[src/rtl/order_book_pkg.sv]
// Shared definitions for the order-book front end.
//   MSG_BYTES / MSG_W  : message size in bytes / bits
//   REQ_*              : request-type codes that may start a message
//   asm_state_t        : assembler FSM states
//   is_valid_req_type  : true when a byte is one of the REQ_* codes
package order_book_pkg;

  localparam int MSG_BYTES = 40;
  localparam int MSG_W     = 8 * MSG_BYTES;

  localparam logic [7:0] REQ_ADD      = 8'h41;
  localparam logic [7:0] REQ_DELETE   = 8'h44;
  localparam logic [7:0] REQ_MODIFY   = 8'h4D;
  localparam logic [7:0] REQ_SNAPSHOT = 8'h53;

  typedef logic [MSG_W-1:0] order_msg_t;

  typedef enum logic [0:0] {
    ST_IDLE    = 1'b0,
    ST_COLLECT = 1'b1
  } asm_state_t;

  function automatic logic is_valid_req_type(input logic [7:0] b);
    return (b == REQ_ADD) || (b == REQ_DELETE) ||
           (b == REQ_MODIFY) || (b == REQ_SNAPSHOT);
  endfunction

endpackage

[src/rtl/order_msg_fifo.sv]
// First-word-fall-through FIFO for completed messages.
//   clk, reset : clock, synchronous active-high reset
//   push/wr_data : write one word (ignored when full)
//   pop          : drop the head word (ignored when empty)
//   rd_data      : head word, zero when empty
//   full/empty/count : occupancy
// DEPTH must be a power of two so the pointers wrap naturally.
module order_msg_fifo #(
  parameter int WIDTH = 320,
  parameter int DEPTH = 4
) (
  input  logic                     clk,
  input  logic                     reset,
  input  logic                     push,
  input  logic [WIDTH-1:0]         wr_data,
  input  logic                     pop,
  output logic [WIDTH-1:0]         rd_data,
  output logic                     full,
  output logic                     empty,
  output logic [$clog2(DEPTH):0]   count
);

  localparam int AW = $clog2(DEPTH);
  localparam int CW = AW + 1;

  logic [WIDTH-1:0] mem [DEPTH];
  logic [AW-1:0]    wr_ptr, rd_ptr;
  logic             push_ok, pop_ok;

  assign full    = (count == CW'(DEPTH));
  assign empty   = (count == '0);
  assign push_ok = push && !full;
  assign pop_ok  = pop && !empty;
  assign rd_data = empty ? '0 : mem[rd_ptr];

  // Storage needs no reset: the output is masked while empty.
  always_ff @(posedge clk) begin
    if (push_ok) mem[wr_ptr] <= wr_data;
  end

  always_ff @(posedge clk) begin
    if (reset) begin
      wr_ptr <= '0;
      rd_ptr <= '0;
      count  <= '0;
    end else begin
      if (push_ok) wr_ptr <= wr_ptr + 1'b1;
      if (pop_ok)  rd_ptr <= rd_ptr + 1'b1;
      case ({push_ok, pop_ok})
        2'b10:   count <= count + 1'b1;
        2'b01:   count <= count - 1'b1;
        default: count <= count;
      endcase
    end
  end

endmodule

[src/rtl/order_msg_assembler.sv]
// Byte-serial order message assembler (MSB byte first) feeding a FWFT FIFO.
//   clk, reset       : clock, synchronous active-high reset
//   in_valid/in_data/in_ready : byte stream, accepted when valid && ready
//   msg_pop          : consume head message (ignored when empty)
//   ff_buffer        : head message, byte 0 in the top byte, zero when empty
//   buffer_not_empty : FIFO holds at least one message
//   fifo_count       : messages held
//   drop_count       : discarded bytes/partial messages, saturating
// Optional: define ORDER_ASM_TIMEOUT_EN to discard a partial message after
// TIMEOUT_CYCLES idle cycles in COLLECT (FIFO-full stalls do not count).
module order_msg_assembler #(
  parameter int MSG_BYTES  = order_book_pkg::MSG_BYTES,
  parameter int FIFO_DEPTH = 4
`ifdef ORDER_ASM_TIMEOUT_EN
  , parameter int TIMEOUT_CYCLES = 64
`endif
) (
  input  logic                          clk,
  input  logic                          reset,
  input  logic                          in_valid,
  input  logic [7:0]                    in_data,
  output logic                          in_ready,
  input  logic                          msg_pop,
  output logic [8*MSG_BYTES-1:0]        ff_buffer,
  output logic                          buffer_not_empty,
  output logic [$clog2(FIFO_DEPTH):0]   fifo_count,
  output logic [15:0]                   drop_count
);
  import order_book_pkg::*;

  localparam int WORD_W = 8 * MSG_BYTES;
  localparam int SH_W   = WORD_W - 8;          // holds the first MSG_BYTES-1 bytes
  localparam int CNT_W  = $clog2(FIFO_DEPTH) + 1;
  localparam int BC_W   = $clog2(MSG_BYTES);
`ifdef ORDER_ASM_TIMEOUT_EN
  localparam int IC_W   = $clog2(TIMEOUT_CYCLES + 1);
  logic [IC_W-1:0] idle_cnt;
`endif

  asm_state_t        state;
  logic [SH_W-1:0]   shreg;
  logic [BC_W-1:0]   byte_cnt;
  logic              accept, push, pop;
  logic              fifo_full, fifo_empty;
  logic [CNT_W-1:0]  cnt_nxt;
  logic [WORD_W-1:0] wr_word;

  assign accept  = in_valid && in_ready;
  assign push    = accept && (state == ST_COLLECT) &&
                   (byte_cnt == BC_W'(MSG_BYTES - 1)) && !fifo_full;
  assign pop     = msg_pop && !fifo_empty;
  assign wr_word = {shreg, in_data};
  // Occupancy after this edge; in_ready is registered from it so a full
  // FIFO blocks the very next byte and a pop reopens input one cycle later.
  assign cnt_nxt = fifo_count + CNT_W'(push) - CNT_W'(pop);
  assign buffer_not_empty = !fifo_empty;

  always_ff @(posedge clk) begin
    if (reset) begin
      state      <= ST_IDLE;
      shreg      <= '0;
      byte_cnt   <= '0;
      in_ready   <= 1'b0;
      drop_count <= '0;
`ifdef ORDER_ASM_TIMEOUT_EN
      idle_cnt   <= '0;
`endif
    end else begin
      in_ready <= (cnt_nxt != CNT_W'(FIFO_DEPTH));
      case (state)
        ST_IDLE: begin
`ifdef ORDER_ASM_TIMEOUT_EN
          idle_cnt <= '0;
`endif
          if (accept) begin
            if (is_valid_req_type(in_data)) begin
              shreg    <= SH_W'(in_data);
              byte_cnt <= BC_W'(1);
              state    <= ST_COLLECT;
            end else if (drop_count != '1) begin
              drop_count <= drop_count + 16'd1;
            end
          end
        end
        ST_COLLECT: begin
          // Type codes here are payload; there is no resync mid-message.
          if (accept) begin
            shreg    <= {shreg[SH_W-9:0], in_data};
            byte_cnt <= byte_cnt + 1'b1;
            if (push) begin
              byte_cnt <= '0;
              state    <= ST_IDLE;
            end
          end
`ifdef ORDER_ASM_TIMEOUT_EN
          if (accept) begin
            idle_cnt <= '0;
          end else if (in_ready) begin
            if (idle_cnt == IC_W'(TIMEOUT_CYCLES - 1)) begin
              idle_cnt <= '0;
              byte_cnt <= '0;
              state    <= ST_IDLE;
              if (drop_count != '1) drop_count <= drop_count + 16'd1;
            end else begin
              idle_cnt <= idle_cnt + 1'b1;
            end
          end
`endif
        end
        default: state <= ST_IDLE;
      endcase
    end
  end

  order_msg_fifo #(
    .WIDTH (WORD_W),
    .DEPTH (FIFO_DEPTH)
  ) u_fifo (
    .clk     (clk),
    .reset   (reset),
    .push    (push),
    .wr_data (wr_word),
    .pop     (pop),
    .rd_data (ff_buffer),
    .full    (fifo_full),
    .empty   (fifo_empty),
    .count   (fifo_count)
  );

endmodule

[config.mk]
export PLATFORM = sky130hd
export DESIGN_NAME = order_msg_assembler
export DESIGN_NICKNAME = d
export VERILOG_FILES = /design/src/rtl/order_book_pkg.sv /design/src/rtl/order_msg_fifo.sv /design/src/rtl/order_msg_assembler.sv
export SDC_FILE = /design/constraint.sdc
export NUM_CORES = 2
export LEC_CHECK = 0
export CAP_MARGIN = 20
export CORE_AREA = 5 5 505 507
export CTS_CLUSTER_SIZE = 12
export DETAILED_ROUTE_END_ITERATION = 10
export DIE_AREA = 0 0 510 512
export GPL_ROUTABILITY_DRIVEN = 0
export PLACE_DENSITY_LB_ADDON = 0.08
export SLEW_MARGIN = 20
export SYNTH_ARGS = -nofsm -noshare
export SYNTH_HDL_FRONTEND = slang
export SYNTH_HIERARCHICAL = 1
export SYNTH_SLANG_ARGS = --single-unit
[constraint.sdc]
create_clock -name clk -period 14.7 [get_ports clk]
set_clock_uncertainty 0.1 [all_clocks]
set_input_delay 2.94 -clock clk [delete_from_list [all_inputs] [get_ports clk]]
set_output_delay 2.94 -clock clk [all_outputs]
set_load 0.02 [all_outputs]
==> impl_results.md <==
- Clock transition time at the flip-flop clock pins of the worst setup and hold paths: 0.06 ns
- Number of antenna violations at the first check in global routing: 23
- Yosys warning total: 6
- Run status: completed
- Total clock sinks: 1,625
- Footprint of the flip-flops and latches: 45,400 um2
- Max frequency: 0.121 GHz
- Total clock buffers created by CTS: 189
- Area growth, synth to finish: 20.7%
- Die Outline Area: 261,000 um2
- Nature of the critical path startpoint: register
- Initial standard-cell utilization of the core: 0.248
- WHS: 0.373 ns
- Biggest area contributors in the synthesized netlist: edfxtp_1 62%, mux4_2 12%, dfxtp_1 11%, nor2b_1 3.2%, a21oi_1 2.6%
- Final min period: 8.28 ns
- Total global-route track usage: 0.135
- Syn_nets: 3,668
- Netlist area before placement: 62,000 um2
- Count of input and output buffers: 352
- DRT antenna net count: 0
- HPWL reported at the end of detailed placement: 98,100 um
- Average cell area after synthesis: 17.0 um2
- Sequential cell area fraction in the yosys report: 0.731
- CTS tree: yes
- Count of filler cells inserted in the layout: 24,903
- Hold buffer count at cts: 0
- Number of placed I/O pins: 353
- Clock latency on the worst-skew pair: 0.82 ns
- CP Data Arrival Time: 5.24 ns
- Setup repair after global routing missed its margin: no
- Post-CTS setup buffers: 0
- Multi-input gate area: 15,300 um2
- Final setup violation count: 0
- Peak ir drop on the vdd network: 0.101 mV
- Wire length of the first global-routing pass: 260,000 um
- Power density cells: 125 nW/um2
- Portion of synthesized cell area occupied by the leading cell type: 0.619
- Tightest Hold Check Type: reg -> reg
- Setup tns final: 0 ns
- Maximum number of pins on one net before global-route repair: 148
- Height of the die: 512 um
- Most frequent cell after synthesis: edfxtp_1
- Share of synthesized flip-flops with an asynchronous set or reset: 0
- Mean number of vias per cell: 4.38
- Worst r2r path cells: 10
- Final count of pins violating max slew: 0
- Number of synthesized flops with an enable pin: 1,280
- Count of routing violations after the opening detailed-route iteration: 1,798
- Number of gates resized after cts: 0
- Cell types with the highest counts after synthesis: 1,280 x edfxtp_1, 345 x dfxtp_1, 328 x a21oi_1
- Site row count: 184
- WP data required: 11.66 ns
- Worst-case clock buffer depth: 3
- Grt ovf: 0
- Share of layout cells above drive strength 1: 0.180
- Total vias in the final route: 32,836
- Final count of hold timing violations: 0
- Hold Path Cell Cnt: 2
- Slew HR: 0.169
- Max-capacitance violation count: 0
- Synth cell types: 49
- Type of destination of the critical path: output port
- Seq cells post-synth: 1,625
- Number of instances in the synthesized netlist: 3,645
- Fraction of the cycle the final worst path needs: 0.563
- Post-synth top area cell: edfxtp_1
- Average wire per cell in the routed design: 23.7 um
- Clk Tree Root Cell: clkbuf_16
- DRC violation count after routing: 0
- Leak Pwr: 0.0244 uW
- Area inside the core boundary: 250,000 um2
- Total number of H-tree levels: 4
- DIE WIDTH: 510 um
- Critical path start-end classification: reg -> out
- Highest fanout seen on the critical path: 75
- Vias in the first global route: 35,400
- Wire length reported by the detailed router: 178,000 um
- Worst-margin pin slew: 1.25 ns
- Leading register cell type out of synthesis: edfxtp_1
- Total iterations of the first detailed-routing run: 5
- Post-layout net count: 4,001
[layout make-up]
| type | count | area share |
|---|---|---|
| inverter | 16 | 0.000802 |
| clock inverter | 70 | 0.00817 |
| tap | 3348 | 0.0559 |
| timing repair buffer | 398 | 0.0546 |
| multi-input combinational | 1748 | 0.204 |
| clock buffer | 283 | 0.0707 |
| sequential | 1625 | 0.605 |
| antenna | 8 | 0.000267 |
[registers in the layout, summed over array words and instances (netlist names), named ones only]
register	cells
u_fifo/mem	1280
shreg	312
drop_count	16
byte_cnt	6
u_fifo/count	3
u_fifo/rd_ptr	2
u_fifo/wr_ptr	2
in_ready	1
state	1
[report_power, final]
part | switching, uW | internal (uW) | leakage [uW]
registers | 1.02 | 4890 | 0.0171
clock network | 1870 | 2590 | 0.00286
logic | 29.6 | 7.37 | 0.00445
total | 1910 | 7490 | 0.0244
[kinds of logic (layout without fill, tap and decap cells)]
| kind of cell | Yosys count | in the layout | synth area share |
|---|---|---|---|
| flip-flops | 1625 | 1625 | 0.731 |
| adder cells (fa/ha/maj) | 11 | 11 | 0.00246 |
| AO/OA/AOI/OAI | 348 | 348 | 0.0287 |
| XOR/XNOR | 6 | 6 | 0.000847 |
| other | 0 | 8 | 0 |
| multiplexers | 336 | 336 | 0.119 |
| AND/OR/NAND/NOR | 1047 | 1047 | 0.0951 |
| buffers and inverters | 272 | 767 | 0.0232 |
[metal layers]
| layer | wire length [um] | vias up | share of wire | GRT usage |
|---|---|---|---|---|
| met3 | 7300 | 230 | 0.041 | 0.0257 |
| met2 | 83400 | 618 | 0.47 | 0.215 |
| met4 | 3600 | 2 | 0.020 | 0.0336 |
| met1 | 83700 | 17326 | 0.47 | 0.190 |
| met5 | 13 | - | 0.000073 | 0 |
| li1 | - | 14660 | - | - |
[critical path, cell delays in order (launching register included)]
cell and delay [ns]:
dfxtp_4 0.75, buf_12 0.66, buf_12 0.58, buf_4 0.74, mux4_2 0.70, nor2b_1 0.17, clkdlybuf4s50_1 0.58
[per-stage QoR]
| step | setup WS, ns | util | instances | total power, uW | cell area [um2] |
|---|---|---|---|---|---|
| floorplan | 2.24 | - | 3645 | 5010 | 62000 |
| global placement | 6.89 | 0.276 | 7135 | 5030 | 69000 |
| detailed placement | 6.86 | 0.276 | 7135 | 5030 | 69000 |
| CTS | 6.05 | 0.300 | 7488 | 9580 | 74900 |
| global route | 5.89 | 0.300 | 7491 | 9780 | 74900 |
| finish | 6.42 | 0.300 | 7496 | 9400 | 74900 |
[layout by cell type (no fill, tap or decap), types with 10 or more instances in the layout]
cell | netlist | routed
nand3_2 | 100 | 100
clkbuf_8 | 0 | 19
inv_1 | 16 | 16
edfxtp_1 | 1280 | 1280
o31ai_1 | 11 | 11
mux2i_1 | 10 | 10
dfxtp_1 | 345 | 343
nand3_1 | 217 | 216
a21oi_1 | 328 | 328
clkinv_2 | 0 | 21
nand2_1 | 317 | 317
clkdlybuf4s50_1 | 0 | 351
buf_12 | 0 | 17
buf_4 | 2 | 29
clkinv_1 | 0 | 25
nor2b_1 | 320 | 320
clkbuf_1 | 123 | 74
mux4_2 | 320 | 320
clkbuf_16 | 0 | 190
nor2_1 | 15 | 14
nand2b_1 | 21 | 21
[final timing paths]
check                                                  start                           to  slack [ns]
worst max-delay path                                register               ff_buffer[288]        6.42
worst min-delay path                  shreg[60]$_SDFFE_PP0P_       shreg[68]$_SDFFE_PP0P_        0.37
worst max register to register  u_fifo/count[0]$_SDFFE_PP0P_  u_fifo/mem[0][77]$_DFFE_PP_        9.72
worst min register to register        shreg[60]$_SDFFE_PP0P_       shreg[68]$_SDFFE_PP0P_        0.37
(Power assumes the default switching activity.)
